## src/rtl/vend_controller.sv

```systemverilog
// Vending sequencer: coin credit accumulation, price check, dispenser handshake and
// greedy change payout from tracked per-denomination coin inventory.
module vend_controller #(
  parameter int unsigned BASE_PRICE   = 25,
  parameter int unsigned STEP_PRICE   = 5,
  parameter int unsigned NICKEL_INIT  = 20,
  parameter int unsigned DIME_INIT    = 10,
  parameter int unsigned QUARTER_INIT = 8,
  parameter int unsigned DOLLAR_INIT  = 4
) (
  input  logic       i_clock,
  input  logic       i_reset_n,
  input  logic       i_coin_valid,
  input  logic [1:0] i_coin_value,
  input  logic       i_sel_valid,
  input  logic [2:0] i_selection,
  input  logic       i_refund_req,
  output logic       o_vend_req,
  output logic [2:0] o_item_id,
  input  logic       i_vend_ack,
  output logic       o_coin_out_valid,
  output logic [1:0] o_coin_out_type,
  input  logic       i_coin_out_ready,
  output logic [7:0] o_credit,
  output logic       o_busy,
  output logic       o_coin_reject,
  output logic       o_err_insufficient,
  output logic       o_change_short
);

  typedef enum logic [1:0] {StIdle, StVend, StChange} state_e;

  state_e     r_state;
  logic [7:0] r_credit;
  logic       r_vend_req;
  logic [2:0] r_item_id;
  logic       r_coin_out_valid;
  logic [1:0] r_coin_out_type;
  logic       r_busy;
  logic       r_coin_reject;
  logic       r_err_insufficient;
  logic       r_change_short;
  logic [4:0] r_inv [4];

  logic [7:0] w_coin_in;
  logic [8:0] w_sum;
  logic [7:0] w_price;
  logic [7:0] w_out_cents;
  logic       w_pick_ok;
  logic [1:0] w_pick_type;

  function automatic logic [7:0] coin_cents(input logic [1:0] t);
    case (t)
      2'd0:    return 8'd5;
      2'd1:    return 8'd10;
      2'd2:    return 8'd25;
      default: return 8'd100;
    endcase
  endfunction

  always_comb begin
    w_coin_in   = coin_cents(i_coin_value);
    w_sum       = {1'b0, r_credit} + {1'b0, w_coin_in};
    w_price     = 8'(BASE_PRICE + STEP_PRICE * 32'(i_selection));
    w_out_cents = coin_cents(r_coin_out_type);
    // Greedy: largest coin that fits the remaining credit and is in stock.
    w_pick_ok   = 1'b1;
    w_pick_type = 2'd0;
    if (r_credit >= 8'd100 && r_inv[3] != 5'd0) begin
      w_pick_type = 2'd3;
    end else if (r_credit >= 8'd25 && r_inv[2] != 5'd0) begin
      w_pick_type = 2'd2;
    end else if (r_credit >= 8'd10 && r_inv[1] != 5'd0) begin
      w_pick_type = 2'd1;
    end else if (r_credit >= 8'd5 && r_inv[0] != 5'd0) begin
      w_pick_type = 2'd0;
    end else begin
      w_pick_ok = 1'b0;
    end
  end

  always_ff @(posedge i_clock) begin
    if (!i_reset_n) begin
      r_state            <= StIdle;
      r_credit           <= 8'd0;
      r_vend_req         <= 1'b0;
      r_item_id          <= 3'd0;
      r_coin_out_valid   <= 1'b0;
      r_coin_out_type    <= 2'd0;
      r_busy             <= 1'b0;
      r_coin_reject      <= 1'b0;
      r_err_insufficient <= 1'b0;
      r_change_short     <= 1'b0;
      r_inv[0]           <= 5'(NICKEL_INIT);
      r_inv[1]           <= 5'(DIME_INIT);
      r_inv[2]           <= 5'(QUARTER_INIT);
      r_inv[3]           <= 5'(DOLLAR_INIT);
    end else begin
      r_coin_reject      <= 1'b0;
      r_err_insufficient <= 1'b0;
      r_change_short     <= 1'b0;
      if (i_coin_valid && r_state != StIdle) r_coin_reject <= 1'b1;

      unique case (r_state)
        StIdle: begin
          if (i_coin_valid) begin
            if (!w_sum[8]) begin
              r_credit <= w_sum[7:0];
              if (r_inv[i_coin_value] != 5'd31) r_inv[i_coin_value] <= r_inv[i_coin_value] + 5'd1;
            end else begin
              r_coin_reject <= 1'b1;
            end
          end else if (i_sel_valid) begin
            if (r_credit >= w_price) begin
              r_credit   <= r_credit - w_price;
              r_item_id  <= i_selection;
              r_vend_req <= 1'b1;
              r_busy     <= 1'b1;
              r_state    <= StVend;
            end else begin
              r_err_insufficient <= 1'b1;
            end
          end else if (i_refund_req && r_credit != 8'd0) begin
            r_busy  <= 1'b1;
            r_state <= StChange;
          end
        end
        StVend: begin
          if (i_vend_ack) begin
            r_vend_req <= 1'b0;
            if (r_credit != 8'd0) begin
              r_state <= StChange;
            end else begin
              r_busy  <= 1'b0;
              r_state <= StIdle;
            end
          end
        end
        StChange: begin
          if (r_coin_out_valid) begin
            if (i_coin_out_ready) begin
              r_coin_out_valid <= 1'b0;
              r_credit         <= r_credit - w_out_cents;
              if (r_inv[r_coin_out_type] != 5'd0) begin
                r_inv[r_coin_out_type] <= r_inv[r_coin_out_type] - 5'd1;
              end
              if (r_credit == w_out_cents) begin
                r_busy  <= 1'b0;
                r_state <= StIdle;
              end
            end
          end else if (w_pick_ok) begin
            r_coin_out_valid <= 1'b1;
            r_coin_out_type  <= w_pick_type;
          end else begin
            // Remaining credit stays on account for a later retry or purchase.
            r_change_short <= 1'b1;
            r_busy         <= 1'b0;
            r_state        <= StIdle;
          end
        end
        default: r_state <= StIdle;
      endcase
    end
  end

  assign o_vend_req         = r_vend_req;
  assign o_item_id          = r_item_id;
  assign o_coin_out_valid   = r_coin_out_valid;
  assign o_coin_out_type    = r_coin_out_type;
  assign o_credit           = r_credit;
  assign o_busy             = r_busy;
  assign o_coin_reject      = r_coin_reject;
  assign o_err_insufficient = r_err_insufficient;
  assign o_change_short     = r_change_short;

endmodule

```

## config.mk

```make
export PLATFORM = sky130hd
export DESIGN_NAME = vend_controller
export DESIGN_NICKNAME = d
export VERILOG_FILES = /design/src/rtl/vend_controller.sv
export SDC_FILE = /design/constraint.sdc
export NUM_CORES = 1
export LEC_CHECK = 0
export ABC_CLOCK_PERIOD_IN_PS = 3700
export BUFFER_PORTS_ARGS = -buffer_cell sky130_fd_sc_hd__clkbuf_2
export CELL_PAD_IN_SITES_DETAIL_PLACEMENT = 1
export CELL_PAD_IN_SITES_GLOBAL_PLACEMENT = 1
export CORE_ASPECT_RATIO = 1.2
export CORE_MARGIN = 4
export CORE_UTILIZATION = 45
export DETAILED_ROUTE_END_ITERATION = 16
export PLACE_DENSITY_LB_ADDON = 0.1
export SLEW_MARGIN = 10
export SYNTH_ARGS = -nofsm -noshare
export SYNTH_HDL_FRONTEND = slang
export SYNTH_SLANG_ARGS = --single-unit
```

## constraint.sdc

```tcl
create_clock -name i_clock -period 3.7 [get_ports i_clock]
set_input_delay 0.185 -clock i_clock [delete_from_list [all_inputs] [get_ports i_clock]]
set_output_delay 0.185 -clock i_clock [all_outputs]
set_load 0.1 [all_outputs]
```

==> impl_results.md, run 1 <==
- Busiest grt layer: met2
- Chip width: ~89 um
- Total track usage: 0.241
- RSZ-0062 raised after global routing: no
- WL final: 10800 um
- GRT overflow: 0
- Count of buffer and inverter cells on the critical path: 0
- Max Slew Vio Count: 0
- Number of synthesized flops with an enable pin: 20
- Vias per cell: 5.97
- Count of cell types in the netlist: between 60 and 70
- Initial antenna violation count: 0
- Sw Ratio: 0.516
- Rows: 35
- Final Cycle Share: 0.846
- Flop2flop setup slack: between 0.5 and 0.6 ns
- First-pass GRT wire length: between 15000 and 20000 um
- Main synth FF type: dfxtp_1
- Clock sinks: 43
- DIE AREA: about 9400 um2
- Synth top area share: 0.168
- Worst Setup Path Type: reg2reg
- H-tree levels: 2
- Clock Path Buffers: 2
- Layout area overhead: 11.1%
- Peak VDD IR: 0.419 mV
- WL/cell: a little over 20 um
- TritonCTS buffer count: 5
- Asr flop ratio synth: 0
- Pre-antenna DRT Iters: 4
- Status: completed
- Initial Util: 0.464
- Tmin final: approximately 3.1 ns
- Comb pwr share: 0.632
- Static Leakage: approximately 1.7 nW
- Hold WC Path Type: in2reg
- Max-Cap Viols: 0
- Met3 usage: 0.0321
- PortBufs: 30
- Syn_area_per_cell: around 9 um2
- Ys Warns: 0
- Rel. slew slack: 0.593
- I/O Pins: 31
- Setup repair bufs after CTS: 0
- Reg power frac: 0.232
- Post-Synthesis Cells: between 300 and 400
- Design internal power: about 0.0016 W
- Clock share of power: 0.136
- Hold Vio Cnt, Final: 0
- Setup ws final: between 0.5 and 0.6 ns
- Worst stage delay on the critical path: 0.52 ns
- Largest net degree at the start of global routing: 21
- GPL Wtd Cong: around 0.87
- Clock Skew: around 0.007 ns
- Post-DP HPWL: approximately 8800 um
- GRT met1 Usage: 0.270
- Die Span Y: 106 um
- Hold Buf Count CTS: 0
- Sequential fraction of the synthesis area: 0.297
- Pre-CTS setup slack: 0.424 ns
- Switching power: ~0.0017 W
- Grt met2 use: 0.455
- Worst skew pair latency: 0.30 ns
- Commonest cells after routing, fill and taps aside: nor2_1 (51), ha_1 (43), inv_1 (36)
- Syn nets: ~460
- Resize count post-CTS: 0
- Final setup viols: 0
- Placed cell count: approximately 500
- Yosys reg bits: between 40 and 50
- Reg clk slew, reported paths: 0.09 ns
- CP cell instances: mux4_2 > ha_1 > and3_1 > ha_1 > nor2_1 > and3_1 > a31oi_1 > or2_1 > nand2_1
- Drt initial violations: roughly 120
- Setup_tns: 0 ns
- CTS tree: done
- Number of global-route vias before repair: approximately 3400
- Antenna Violating Nets Remaining: 0
- Clk root buf: clkbuf_8
- Largest delay share family, worst path: simple AND/OR/NAND/NOR gates
- DRC: 0
- Worst endpoint required time: about 3.7 ns
- Core area: around 7700 um2
- CP arrival: about 3.1 ns
- Final Non-Filler Cells: between 500 and 600
- Startpoint Class: flip-flop
- Area contributors post-synth: edfxtp_1 (17%), ha_1 (15%), dfxtp_1 (13%)
- Diode count: 0
- Mapped Area: 3570 um2
- Nets: 488
- DR vias: between 3000 and 4000
- Hold slack final: between 0.15 and 0.2 ns
- Fmax: roughly 320 MHz
- Layout cells sized above 1: 0.148
- Most common cell after layout, fill and taps aside: nor2_1
- Worst Tran Pin Value: 0.604 ns
- Critical path fanouts, max: 7
- Total power draw: approximately 0.0033 W
- Pwr/cell area: 819 nW/um2
- Crit. End Element: flip-flop
- Crit-path slowest cell: mux4_2
- Post-synth top area cell: edfxtp_1
==> cells by family (layout without fill, tap and decap cells) <==
family	count (synthesis)	after routing	share of synthesized area
AOI/OAI and AO/OA	99	99	0.184
xor gates and xnor gates	16	16	0.0392
adders and majority gates	46	46	0.167
buffers and inverters	50	83	0.0581
DFF	43	43	0.297
muxes	16	16	0.0809
and+or+nand+nor	128	128	0.173
==> layout make-up <==
cell class / instances / area (um2)
multi-input combinational: 305 / 2310
sequential: 43 / 1060
inverter: 36 / 135
tap: 92 / 115
clock buffer: 5 / 68.8
timing repair buffer: 39 / 218
fill: 937 / 3740
clock inverter: 3 / 67.6
==> registers in the layout, indices dropped and copies added, names as in the netlist, 2 cells and up, named ones only <==
| register | cells |
|---|---|
| r_state | 2 |
| o_credit | 8 |
| o_coin_out_type | 2 |
| r_inv | 20 |
| o_item_id | 3 |
==> cell usage after synthesis (all sizes together) (3+ instances only) <==
library cell	count
ha	43
edfxtp	20
a31oi	9
buf	4
clkbuf	10
inv	36
nor3	8
a21oi	24
xnor2	10
nor2	52
mux2i	6
nand2b	5
fa	3
o21ai	22
mux4	10
xor2	6
nor2b	5
nand2	23
dfxtp	23
and3	4
o21a	5
or4	4
o31a	3
nand4	3
nand3	11
a211oi	10
or2	3
==> through the flow <==
step | cell area [um2] | utilization
floorplan | 3570 | -
global placement | 3830 | 0.498
detailed placement | 3830 | 0.498
CTS | 3970 | 0.515
global route | 3970 | 0.515
finish | 3970 | 0.515
==> worst register-to-register path, cell delays in order (launching register included) <==
cell      delay [ns]
edfxtp_1        0.46
mux4_2          0.52
ha_1            0.23
and3_1          0.15
ha_1            0.19
nor2_1          0.18
and3_1          0.39
a31oi_1         0.22
or2_1           0.30
nand2_1         0.19
==> power groups by stage <==
| stage | Clock [W] | Sequential (W) | Combinational [W] |
|---|---|---|---|
| final | 0.000441 | 0.000755 | 0.00205 |
| after detailed placement | 0 | 0.000766 | 0.00205 |
| after global routing | 0.000474 | 0.000772 | 0.00225 |
| after CTS | 0.000450 | 0.000756 | 0.00206 |
| after global placement | 0 | 0.000763 | 0.00200 |
| after floorplan | 0 | 0.00113 | 0.00118 |
==> final timing paths <==
path / from / endpoint / depth (start not counted)
worst min register to register: o_busy / o_busy / 2
worst max-delay path: r_inv[0][0] / r_inv[1][0] / 9
worst min-delay path: i_selection[0] / o_item_id[0] / 3
worst max register to register: r_inv[0][0] / r_inv[1][0] / 9
==> metal layers <==
layer	wire, um	vias to the layer above
li1	-	1504
met4	212	0
met3	379	17
met5	0	-
met2	5940	61
met1	4260	1542
Power figures use the tool's default switching activity.
==> run 2: changes to the inputs <==
ABC_CLOCK_PERIOD_IN_PS = 2900   (was 3700)
clock period = 2.9 ns   (was 3.7 ns; I/O delays follow)
==> run 2 against run 1 <==
Global-route usage up 0.81 points. Via count up 5.4%. Wire length up 1.9%. Register-to-register slack worse by 0.47 ns. First-iteration DRC count up 3.2%. Sequential cell count unchanged. Count of clock-buffer cells in the layout up 2. Final cell count up 5.9%. Clock skew down 0.0010 ns. Sequential share of layout area down 1.2 points. Clock power down 5.2%. Largest cell class unchanged.
==> impl_results.md, run 2 (synthesized netlist as in run 1, its figures left out) <==
- Peak VDD IR: 0.507 mV (+21%)
- Hold slack final: 0.153 ns (-0.0384 ns)
- Most common cell after layout, fill and taps aside: nor2_1
- Hold Vio Cnt, Final: 0 (unchanged)
- I/O Pins: 31 (unchanged)
- Hold EP: o_item_id[2]
- GRT overflow: 0 (unchanged)
- Setup ws final: 0.0988 ns (-0.472 ns)
- Flop2flop setup slack: 0.1 ns (-0.47 ns)
- Startpoint Class: flip-flop
- Hold WC Path Type: in2reg
- DIE AREA: 9440 um2 (unchanged)
- Placed cell count: 546 (+6.0%)
- Worst Setup Path Type: reg2reg
- Rows: 35 (unchanged)
- Antenna Violating Nets Remaining: 0 (unchanged)
- Total track usage: 0.249 (+0.00812)
- Nets: 519 (+6.4%)
- Layout cells sized above 1: 0.238 (+0.0896)
- Pre-antenna DRT Iters: 4 (unchanged)
- H-tree levels: 2 (unchanged)
- First-pass GRT wire length: 17900 um (+3.0%)
- Rel. slew slack: 0.635 (+0.0424)
- Fmax: 357 MHz (+12%)
- Max-Cap Viols: 0 (unchanged)
- Largest net degree at the start of global routing: 21 (unchanged)
- Clock Path Buffers: 2 (unchanged)
- DRC: 0 (unchanged)
- Initial Util: 0.464 (unchanged)
- GPL Wtd Cong: 0.873 (+0.77%)
- TritonCTS buffer count: 5 (unchanged)
- Final Cycle Share: 0.966 (+0.120)
- Layout area overhead: 17.8%
- Die Span Y: 106 um (unchanged)
- Clk root buf: clkbuf_8
- WL final: 11000 um (+1.9%)
- Vias per cell: 5.95 (-0.46%)
- Final Non-Filler Cells: 554 (+5.9%)
- Critical path fanouts, max: 5 (-2)
- Max Slew Vio Count: 0 (unchanged)
- Commonest cells after routing, fill and taps aside: nor2_1 (51), ha_1 (43), buf_4 (39)
- Status: completed
- CP arrival: 2.82 ns (-0.30 ns)
- Initial antenna violation count: 0 (unchanged)
- Worst skew pair latency: 0.30 ns (about the same)
- Number of global-route vias before repair: 3592 (+5.8%)
- Static Leakage: 1.88 nW (+8.4%)
- Worst endpoint required time: 2.91 ns (-0.78 ns)
- Clock Skew: 0.00599 ns (-0.00103 ns)
- CTS tree: done
- PortBufs: 30 (unchanged)
- Post-DP HPWL: 8970 um (+2.4%)
- WL/cell: 19.8 um (-3.8%)
- R2R depth: 9 (unchanged)
- Tmin final: 2.80 ns (-0.328 ns)
- Reg-to-Reg Start: r_inv[1][1]
- Min-Delay Startpoint: i_selection[2]
- Register name with the most flops: r_inv
- Diode count: 0 (unchanged)
- Chip width: 89.4 um (unchanged)
- Pwr/cell area: 998 nW/um2 (+22%)
- Core Util, Final: 0.546 (+0.0310)
- Core area: 7710 um2 (unchanged)
- RSZ-0062 raised after global routing: no
- Drt initial violations: 128 (+3.2%)
- Crit. End Element: flip-flop
- Largest register FFs: 20 (unchanged)
- Final setup viols: 0 (unchanged)
- Pre-CTS setup slack: -0.0602 ns (-0.485 ns)
- Hold path cells: 3 (unchanged)
- Clock sinks: 43 (unchanged)
- Hold Buf Count CTS: 0 (unchanged)
- DR vias: 3294 (+5.4%)
- Reg clk slew, reported paths: 0.09 ns (about the same)
- Worst Tran Pin Value: 0.549 ns (-0.0549 ns)
- Reg2reg end: r_inv[1][1]
==> run 2: cell types whose count changed in the layout (fill, tap and decap cells not counted), moves of 2 or more <==
| cell | before | now |
|---|---|---|
| buf_4 | 9 | 39 |
| bufinv_16 | 2 | 0 |
| dfxtp_1 | 23 | 14 |
| dfxtp_2 | 0 | 9 |
| nand2_1 | 23 | 20 |
| nand2_2 | 0 | 3 |
==> run 2: worst max-delay path by stage <==
stage                          from     endpoint  depth (start not counted)
floorplan           i_coin_value[0]  r_inv[1][0]                         13
finish                  r_inv[1][1]  r_inv[1][1]                          9
global route            r_inv[1][0]  r_inv[1][4]                          9
global placement     i_selection[0]       o_busy                         12
CTS                     r_inv[1][1]  r_inv[1][1]                          9
detailed placement   i_selection[0]       o_busy                         12
==> run 2: layer usage <==
layer / global-route usage / part of all wire
met2: 0.458 / 0.54
met5: 0 / 0
met1: 0.275 / 0.38
met3: 0.0360 / 0.043
met4: 0.105 / 0.037
==> run 2: where the power goes <==
group          internal, W  switching, W  total [W]
clock             0.000199      0.000219   0.000418
combinational      0.00104       0.00180    0.00284
sequential        0.000787      0.000158   0.000945
total              0.00202       0.00218    0.00420
==> run 2: final cells by class <==
type	instances	area, um2
flip-flops and latches	43	1070
clock buffers	7	87.6
fillers	949	3500
clock inverters	1	8.76
multi-input cells	305	2330
inverters	36	135
repair buffers	70	463
well taps	92	115
==> run 2: what timing repair did <==
action,in CTS,in global routing
setup endpoints to repair,0,39
resized for setup,0,6
buffers inserted,0,0
==> run 2: through the flow <==
stage	setup TNS, ns	area (um2)	total power (W)
6_report	0	4210	0.00420
5_1_grt	0	4210	0.00454
4_1_cts	0	4190	0.00420
3_5_place_dp	-0.151	4090	0.00377
3_3_place_gp	-0.0472	4090	0.00368
2_1_floorplan	0	3590	0.00297
==> run 2: worst max-delay path, cell delays in order (launching register included) <==
cell and delay, ns:
edfxtp_1 0.44, mux4_2 0.53, ha_1 0.24, and3_1 0.15
ha_1 0.19, nor2_1 0.18, and3_4 0.24, a31oi_1 0.14
or2_1 0.28, nand2_2 0.13
==> run 3: changes to the inputs <==
REMOVE_ABC_BUFFERS = 1   (was default)
==> run 3 against run 2 <==
Count of clock-buffer cells in the layout decreased by 2. Register-to-register slack improved by 0.02 ns. First-iteration DRC count unchanged. Clock skew decreased by 0.0010 ns. Wire length increased by 2.8%. Utilization decreased by 0.29 points. Sequential cell count unchanged. Maximum frequency increased by 0.86%. Critical path type unchanged.
==> impl_results.md, run 3 (synthesized netlist as in run 1, its figures left out) <==
- Status: completed
- Chip width: 89.4 um (unchanged)
- Pwr/cell area: 1040 nW/um2 (+4.3%)
- Largest net degree at the start of global routing: 21 (unchanged)
- RSZ-0062 raised after global routing: no
- Hold path cells: 3 (unchanged)
- Total track usage: 0.248 (-0.00162)
- Diode count: 0 (unchanged)
- DIE AREA: 9440 um2 (unchanged)
- Worst endpoint required time: 2.96 ns (+0.05 ns)
- DRC: 0 (unchanged)
- Crit-path slowest cell: mux4_2
- Final Non-Filler Cells: 549 (-0.90%)
- Layout area overhead: 17.2%
- GRT overflow: 0 (unchanged)
- Largest delay share family, worst path: simple AND/OR/NAND/NOR gates
- Nets: 514 (-0.96%)
- WL/cell: 20.6 um (+3.7%)
- Min-Delay Startpoint: i_selection[0]
- Layout cells sized above 1: 0.212 (-0.0258)
- Hold WC Path Type: in2reg
- Setup_tns: 0 ns (unchanged)
- Die Span Y: 106 um (unchanged)
- Clock sinks: 43 (unchanged)
- H-tree levels: 2 (unchanged)
- Hold Vio Cnt, Final: 0 (unchanged)
- Clock Skew: 0.00499 ns (-0.000997 ns)
- GPL Wtd Cong: 0.953 (+9.1%)
- Flop2flop setup slack: 0.12 ns (+0.02 ns)
- Area of the multi-input gates: 2320 um2 (-0.32%)
- Worst Tran Pin Value: 0.547 ns (-0.00202 ns)
- Pre-antenna DRT Iters: 4 (unchanged)
- Initial Util: 0.464 (unchanged)
- Number of global-route vias before repair: 3451 (-3.9%)
- Clock Path Buffers: 2 (unchanged)
- Drt initial violations: 128 (unchanged)
- Pre-CTS setup slack: -0.0378 ns (+0.0224 ns)
- R2R depth: 9 (unchanged)
- Fmax: 360 MHz (+0.86%)
- Static Leakage: 1.87 nW (-0.70%)
- Final Cycle Share: 0.958 (-0.00822)
- Hold slack final: 0.136 ns (-0.0165 ns)
- Most common cell after layout, fill and taps aside: nor2_1
- CP arrival: 2.84 ns (+0.02 ns)
- Hold EP: o_item_id[0]
- Rows: 35 (unchanged)
- Reg-to-Reg Start: r_inv[3][0]
- Max Slew Vio Count: 0 (unchanged)
- Crit. End Element: flip-flop
- Peak VDD IR: 0.524 mV (+3.3%)
- Hold Buf Count CTS: 0 (unchanged)
- Antenna Violating Nets Remaining: 0 (unchanged)
- Rel. slew slack: 0.637 (+0.00134)
- Critical path fanouts, max: 5 (unchanged)
- Core area: 7710 um2 (unchanged)
- Largest register FFs: 20 (unchanged)
- Max-Cap Viols: 0 (unchanged)
- FF/Latch Area: 1060 um2 (-0.82%)
- Vias per cell: 5.95 (+0.14%)
- Post-DP HPWL: 9220 um (+2.7%)
- DR vias: 3269 (-0.76%)
- Worst skew pair latency: 0.30 ns (about the same)
- Reg2reg end: r_inv[0][2]
- CTS tree: done
- Worst stage delay on the critical path: 0.52 ns (about the same)
- Reg clk slew, reported paths: 0.09 ns (about the same)
- Count of buffer and inverter cells on the critical path: 0 (unchanged)
- Clk root buf: clkbuf_8
- # fillers: 943 (-0.63%)
- Final setup viols: 0 (unchanged)
- Tmin final: 2.78 ns (-0.0238 ns)
- PortBufs: 30 (unchanged)
- WL final: 11300 um (+2.8%)
- First-pass GRT wire length: 17700 um (-0.77%)
- Startpoint Class: flip-flop
- CP cell instances: mux4_2 > ha_1 > and3_1 > ha_1 > nor2_1 > and3_1 > nand3_1 > o32a_1 > or2_1
- Initial antenna violation count: 0 (unchanged)
- Commonest cells after routing, fill and taps aside: nor2_1 (50), ha_1 (43), inv_1 (36)
- Worst Setup Path Type: reg2reg
- TritonCTS buffer count: 5 (unchanged)
- Placed cell count: 538 (-1.5%)
- Setup ws final: 0.123 ns (+0.0238 ns)
- Register name with the most flops: r_inv
- I/O Pins: 31 (unchanged)
-- run 3: cell types whose count changed in the layout (fill, tap and decap cells not counted), moves of 2 or more --
cell	delta
dfxtp_2	-7
dfxtp_1	+7
buf_4	-4
bufinv_16	+2
-- run 3: worst max path at each step --
stage / to / slack (ns) / start / cells past startpoint
after global placement: o_credit[5] / 0.002 / i_selection[1] / 14
after CTS: r_inv[1][2] / 0.06 / flip-flop / 9
after floorplan: o_busy / -0.32 / o_coin_out_type[0] / 10
after global routing: r_inv[3][3] / 0.02 / o_credit[0] / 11
final: r_inv[0][2] / 0.12 / r_inv[3][0] / 9
after detailed placement: o_credit[5] / -0.04 / i_selection[1] / 14
-- run 3: layer usage --
metal	track usage	vias up	part of all wire
li1	-	1560	-
met1	0.282	1576	0.40
met2	0.451	94	0.52
met3	0.0328	39	0.033
met4	0.0989	0	0.048
met5	0	-	0
-- run 3: layout make-up --
type / count / share of cell area
Clock buffer: 5 / 0.0164
Clock inverter: 3 / 0.0170
Multi-Input combinational cell: 305 / 0.554
Inverter: 36 / 0.0323
Timing Repair Buffer: 65 / 0.0986
Tap cell: 92 / 0.0275
Sequential cell: 43 / 0.254
-- run 3: power by group --
part / internal [W] / switching (W) / leakage (nW)
clock network: 0.000350 / 0.000236 / 0.0703
registers: 0.000779 / 0.000145 / 0.379
logic: 0.00102 / 0.00183 / 1.42
total: 0.00215 / 0.00221 / 1.87
-- run 3: worst reg2reg max path, delay by kind of cell (launching register included) --
family,cells,cell delay (ns)
simple gates,5,0.84
mux,1,0.52
flops,1,0.46
fa+ha+maj,2,0.41
compound gates,1,0.28
-- run 3: per-stage QoR --
stage / total power (W) / cell area [um2] / util
3_5_place_dp: 0.00376 / 4010 / 0.520
6_report: 0.00436 / 4190 / 0.543
2_1_floorplan: 0.00292 / 3500 / -
5_1_grt: 0.00466 / 4190 / 0.543
4_1_cts: 0.00436 / 4150 / 0.538
3_3_place_gp: 0.00367 / 4010 / 0.520
-- run 3: timing repair --
action,CTS,global route
setup buffers,0,3
hold endpoints to repair,0,0
resized for setup,0,7
setup endpoints to repair,0,36
